[src/rtl/gfx_shift_loader.sv]
// gfx_shift_loader
//
// Upstream sequencer for four ttl_74194_sync pixel shift registers, one per
// bitplane. ROM words arrive over a valid/ready handshake into a 2-entry FIFO.
// On every pixel tick (rising edge of Cen as seen on CP) the registered mode
// pins and parallel data are updated. Phase 0 of each 4-tick group is a
// parallel load and phases 1..3 are shifts.
//
// Optional feature: define GFX_LOADER_FLIP_EN to honour `flip`. It is sampled
// at each load and selects shift-left for the rest of that group.
//
// Ports:
//   CP          system clock, rising edge
//   Reset       asynchronous active-high reset
//   Cen         pixel enable; a tick is Cen=1 with previous sampled Cen=0
//   line_start  one-cycle line restart (flush, phase 0, clear shifters)
//   word_in     16-bit ROM word, plane p in bits [4p+3:4p]
//   word_valid  word_in is valid
//   word_ready  FIFO can accept a word
//   flip        horizontal flip request (GFX_LOADER_FLIP_EN builds only)
//   S0, S1      mode for all four shifters
//   D           parallel data, plane p D0..D3 = D[4p+0..4p+3]
//   Dsr, Dsl    serial fill, tied 0
//   underflow   sticky: a load found the FIFO empty; cleared by line_start
module gfx_shift_loader (
  input  logic        CP,
  input  logic        Reset,
  input  logic        Cen,
  input  logic        line_start,
  input  logic [15:0] word_in,
  input  logic        word_valid,
  output logic        word_ready,
  input  logic        flip,
  output logic        S0,
  output logic        S1,
  output logic [15:0] D,
  output logic        Dsr,
  output logic        Dsl,
  output logic        underflow
);

  logic        last_cen;
  logic [1:0]  phase;
  logic [1:0]  count;
  logic        wr_ptr;
  logic        rd_ptr;
  logic [15:0] mem [0:1];
  logic [1:0]  mode;
  logic [1:0]  shift_mode;

  logic tick;
  logic push;
  logic load_tick;
  logic pop;

  assign tick = Cen & ~last_cen;

  // Handshake: a word transfers on a CP edge where word_valid and word_ready
  // are both 1. word_ready depends only on count, Reset and line_start, never
  // on word_valid, so the producer may hold word_valid until it sees ready.
  assign word_ready = (count != 2'd2) & ~Reset & ~line_start;
  assign push       = word_valid & word_ready;

  // line_start overrides a tick in the same cycle, so no pop happens then.
  assign load_tick = tick & (phase == 2'd0) & ~line_start;
  assign pop       = load_tick & (count != 2'd0);

`ifdef GFX_LOADER_FLIP_EN
  logic flip_grp;

  // flip is latched once per group so mid-group changes take effect at the
  // next load only.
  always_ff @(posedge CP or posedge Reset) begin
    if (Reset) begin
      flip_grp <= 1'b0;
    end else if (load_tick) begin
      flip_grp <= flip;
    end
  end

  assign shift_mode = flip_grp ? 2'b10 : 2'b01;
`else
  logic unused_flip;
  assign unused_flip = flip;
  assign shift_mode  = 2'b01;
`endif

  // FIFO storage needs no reset: count alone decides what is valid.
  always_ff @(posedge CP) begin
    if (push) begin
      mem[wr_ptr] <= word_in;
    end
  end

  always_ff @(posedge CP or posedge Reset) begin
    if (Reset) begin
      last_cen  <= 1'b1;   // suppress a spurious tick right after release
      phase     <= 2'd0;
      count     <= 2'd0;
      wr_ptr    <= 1'b0;
      rd_ptr    <= 1'b0;
      mode      <= 2'b00;
      D         <= 16'h0000;
      underflow <= 1'b0;
    end else begin
      last_cen <= Cen;
      if (line_start) begin
        count     <= 2'd0;
        wr_ptr    <= 1'b0;
        rd_ptr    <= 1'b0;
        phase     <= 2'd0;
        mode      <= 2'b11;  // load zeros on the next tick: shifters cleared
        D         <= 16'h0000;
        underflow <= 1'b0;
      end else begin
        if (push) begin
          wr_ptr <= ~wr_ptr;
        end
        if (pop) begin
          rd_ptr <= ~rd_ptr;
        end
        count <= count + {1'b0, push} - {1'b0, pop};
        if (tick) begin
          phase <= phase + 2'd1;
          if (phase == 2'd0) begin
            mode <= 2'b11;
            // A word pushed on this same edge is not visible yet: no
            // fall-through, the load sees an empty FIFO.
            if (pop) begin
              D <= mem[rd_ptr];
            end else begin
              D         <= 16'h0000;
              underflow <= 1'b1;
            end
          end else begin
            mode <= shift_mode;
          end
        end
      end
    end
  end

  assign S1  = mode[1];
  assign S0  = mode[0];
  assign Dsr = 1'b0;
  assign Dsl = 1'b0;

endmodule

[config.mk]
export PLATFORM = sky130hd
export DESIGN_NAME = gfx_shift_loader
export DESIGN_NICKNAME = d
export VERILOG_FILES = /design/src/rtl/gfx_shift_loader.sv
export SDC_FILE = /design/constraint.sdc
export NUM_CORES = 1
export LEC_CHECK = 0
export ABC_CLOCK_PERIOD_IN_PS = 3400
export CAP_MARGIN = 20
export CORE_ASPECT_RATIO = 1.25
export CORE_MARGIN = 5
export CORE_UTILIZATION = 51
export DETAILED_ROUTE_END_ITERATION = 8
export PLACE_DENSITY = 0.79
export SLEW_MARGIN = 20
export SYNTH_ARGS = -nofsm -noshare
export SYNTH_HDL_FRONTEND = slang
export SYNTH_SLANG_ARGS = --single-unit
[constraint.sdc]
create_clock -name CP -period 3.4 [get_ports CP]
set_clock_uncertainty 0.2 [all_clocks]
set_input_delay 0.34 -clock CP [delete_from_list [all_inputs] [get_ports CP]]
set_output_delay 0.34 -clock CP [all_outputs]
set_load 0.01 [all_outputs]
==> impl_metrics.py <==
metrics = {
    "sta": {
        "slew_viol_final": 0,
        "fmax_mhz": 411.3,
        "worst_slew_pin_slew_ns": 0.9862,
        "rsz0062_at_grt": "no",
        "postLayoutSetupSlackWorst_ns": 0.9686,
        "final.min_clock_period_ns": 2.431,
        "period_share_pct": 71.51,
        "setup_tns_ns": 0,
        "setup_viol": 0,
        "slew_headroom_pct": 34.25,
        "hold_viol": 0,
    },
    "finish": {
        "register_area_sq_um": 1613,
        "syn_to_final_growth_pct": 29.30,
        "final_area_sq_um": 2970,
        "num_antenna_cells": 0,
        "layout-drive-gt1-share_pct": 16.84,
        "multi_input_area_sq_um": 589.3,
        "fin_cells": 248,
        "finalNetCount": 210,
        "nFillCells": 317,
    },
    "place": {
        "io_buffers": 40,
        "place_congestion": 0.6933,
        "dp_slack_ns": 0.8172,
        "placed_cells": 232,
        "dpl_cell_area_sq_um": 2735,
        "dp_hpwl_mm": 2.695,
    },
    "grt": {
        "grt_pass1_wl_mm": 6.775,
        "antenna_found_initial": 0,
        "grt_max_degree": 19,
        "grt_pass1_vias": 1389,
        "grtUsageTotal_pct": 15.24,
        "grt_overflow": 0,
    },
    "power_and_ir_drop": {
        "power-per-cell-area_nw_per_um2": 532.7,
        "p_leak_nw": 1.140,
        "peakVddDrop_mv": 0.5533,
    },
    "worst_setup_path": {
        "slowest_delay_ns": 0.60,
        "crit_path_end_kind": "output pin",
        "crit_required_ns": 2.86,
        "worstPathCellList": "clkdlybuf4s50_1, inv_1, o211a_1, clkdlybuf4s50_1",
        "criticalPathCategory": "in -> out",
        "worst-path-max-fanout": 10,
        "arrival_ns": 1.89,
        "crit_path_start_kind": "input pin",
        "r2r-start": "phase[0]",
        "crit_top_cell": "clkdlybuf4s50_1",
        "slowest_stage": "clkdlybuf4s50_1",
        "startpoint": "line_start",
    },
    "die": {
        "num_rows": 27,
        "die_h_um": 85.04,
        "core_area_sq_um": 4392,
        "initial_utilization_pct": 52.31,
        "die_x_um": 70.03,
        "die_area_sq_um": 5955,
        "num_io_pins": 44,
    },
    "routing": {
        "route.detailed.drc": 0,
        "routedWlPerCell_um": 16.85,
        "wl_mm": 4.179,
        "first_pass_iters": 4,
        "num_vias": 1273,
        "viasPerCell": 5.133,
        "ant_nets": 0,
        "first_iter_violations": 50,
    },
    "clocking": {
        "cts_max_path_buffers": 2,
        "clkSinkCount": 58,
        "cts_root_buffer": "clkbuf_8",
        "cts_tree": "done",
        "numCtsBuffers": 9,
        "clk_latency_ns": 0.33,
        "clk_pin_slew_ns": 0.06,
        "cts_resized": 0,
        "cts.htree.levels": 3,
        "cts_hold_buf": 0,
        "cts_setup_buffers": 0,
    },
    "outcome": {
        "status": "complete, no violations",
    },
    "synthesis": {
        "synth_cell_types": 30,
        "synthCells": 137,
        "synth_seq_cells": 58,
        "ys.flop_type": "edfxtp_1",
        "yosysWarnings": 0,
        "synth_edf_count": 32,
        "synth_area_sq_um": 2297,
        "async_flop_share_pct": 44.83,
        "synth_seq_area_share_pct": 70.21,
        "avgSynthCellArea_sq_um": 16.77,
    },
    "hold_path": {
        "hold_class": "in -> async",
    },
    "flow_run": {
        "maxCapViolations": 0,
    },
}
==> per-layer routing <==
layer | GRT usage (%) | up-vias | routed length [um]
met4 | 7.840 | 0 | 73
met2 | 24.85 | 33 | 2193
li1 | - | 595 | -
met1 | 17.67 | 638 | 1687
met3 | 5.450 | 7 | 225
met5 | 0 | - | 0
==> registers in the layout, indices dropped and copies added (netlist names) <==
name and cells:
mem 32, D 16, count 2, mode 2
phase 2, last_cen 1, rd_ptr 1, underflow 1
wr_ptr 1
==> Yosys cell counts (2+ instances only) <==
library cell  number  area (sq um)
edfxtp_1          32         960.9
dfrtp_1           25         625.6
mux2i_1           18         180.2
inv_1              8         30.03
o2bb2ai_2          8         120.1
o2bb2ai_1          7         61.31
nor2_1             6         22.52
buf_2              3         15.01
ha_1               3         37.54
buf_4              2         15.01
buf_6              2         22.52
nor2b_1            2         12.51
o21ai_0            2         10.01
or3_1              2         12.51
xnor2_1            2         17.52
==> path summary, 6_finish.rpt <==
check | to | slack (ns) | depth (start not counted)
worst max-delay path | word_ready | 0.97 | 4
min in group CP | mode[0] | 0.28 | 1
worst min register to register | mode[0] | 0.28 | 1
worst min-delay path | count[0] | 0.16 | 3
max in group asynchronous | last_cen | 2.61 | 3
worst max register to register | count[1] | 0.98 | 11
==> worst max-delay path: cells and delay by family <==
kind                   cells  cell delay [ns]
AO/OA/AOI/OAI              1             0.19
buffers and inverters      3             1.36
==> metrics by stage <==
| stage | utilization [%] | power (mW) | hold WS [ns] |
|---|---|---|---|
| 2_1_floorplan | - | 0.8400 | 0.1445 |
| 3_3_place_gp | 62.28 | 0.8845 | 0.2552 |
| 3_5_place_dp | 62.28 | 0.8892 | 0.2634 |
| 4_1_cts | 67.46 | 1.597 | 0.1520 |
| 5_1_grt | 67.64 | 1.648 | 0.1763 |
| 6_report | 67.64 | 1.582 | 0.1575 |
==> logic make-up (layout without fill, tap and decap cells) <==
family / Yosys count / after routing / synth area share (%)
xor+xnor: 3 / 3 / 1.144
compound gates: 23 / 23 / 11.22
fa+ha+maj: 3 / 3 / 1.634
other cells: 1 / 2 / 0.1632
simple gates: 14 / 14 / 3.159
flops: 58 / 58 / 70.21
mux: 18 / 18 / 7.843
buf+inv: 17 / 69 / 4.629
==> power breakdown <==
part	internal, mW	switching [mW]	leakage, nW
logic	0.0508	0.0499	0.389
clock network	0.448	0.257	0.113
registers	0.763	0.0125	0.638
total	1.26	0.320	1.14
==> final cells by class <==
type	instances	share of cell area [%]
Tap cell	58	2.443
Clock buffer	11	5.097
Sequential cell	58	54.30
Multi-Input combinational cell	63	19.84
Timing Repair Buffer	45	14.74
Inverter	8	1.011
Clock inverter	5	2.570
==> cells in the final DEF (no fill, tap or decap) <==
master | netlist | final
clkbuf_8 | 0 | 11
o2bb2ai_1 | 7 | 7
clkinvlp_4 | 0 | 1
o211a_1 | 1 | 1
bufinv_16 | 0 | 2
edfxtp_1 | 32 | 32
clkdlybuf4s50_1 | 0 | 40
o21ai_0 | 2 | 2
and3_1 | 1 | 1
a31oi_1 | 1 | 1
dfrtp_1 | 25 | 25
conb_1 | 1 | 2
dfstp_2 | 1 | 1
nor2b_1 | 2 | 2
o2bb2ai_2 | 8 | 8
or3_2 | 1 | 1
buf_4 | 2 | 5
ha_1 | 3 | 3
nor2_1 | 6 | 6
or3_1 | 2 | 2
o2111ai_1 | 1 | 1
a21oi_4 | 0 | 1
xor2_1 | 1 | 1
nand2_1 | 1 | 1
clkinv_2 | 0 | 1
clkinv_1 | 0 | 1
mux2i_1 | 18 | 18
inv_1 | 8 | 8
o2bb2ai_4 | 1 | 1
nand3b_1 | 1 | 1
a21oi_1 | 1 | 1
xnor2_1 | 2 | 2
Power figures use the tool's default switching activity.
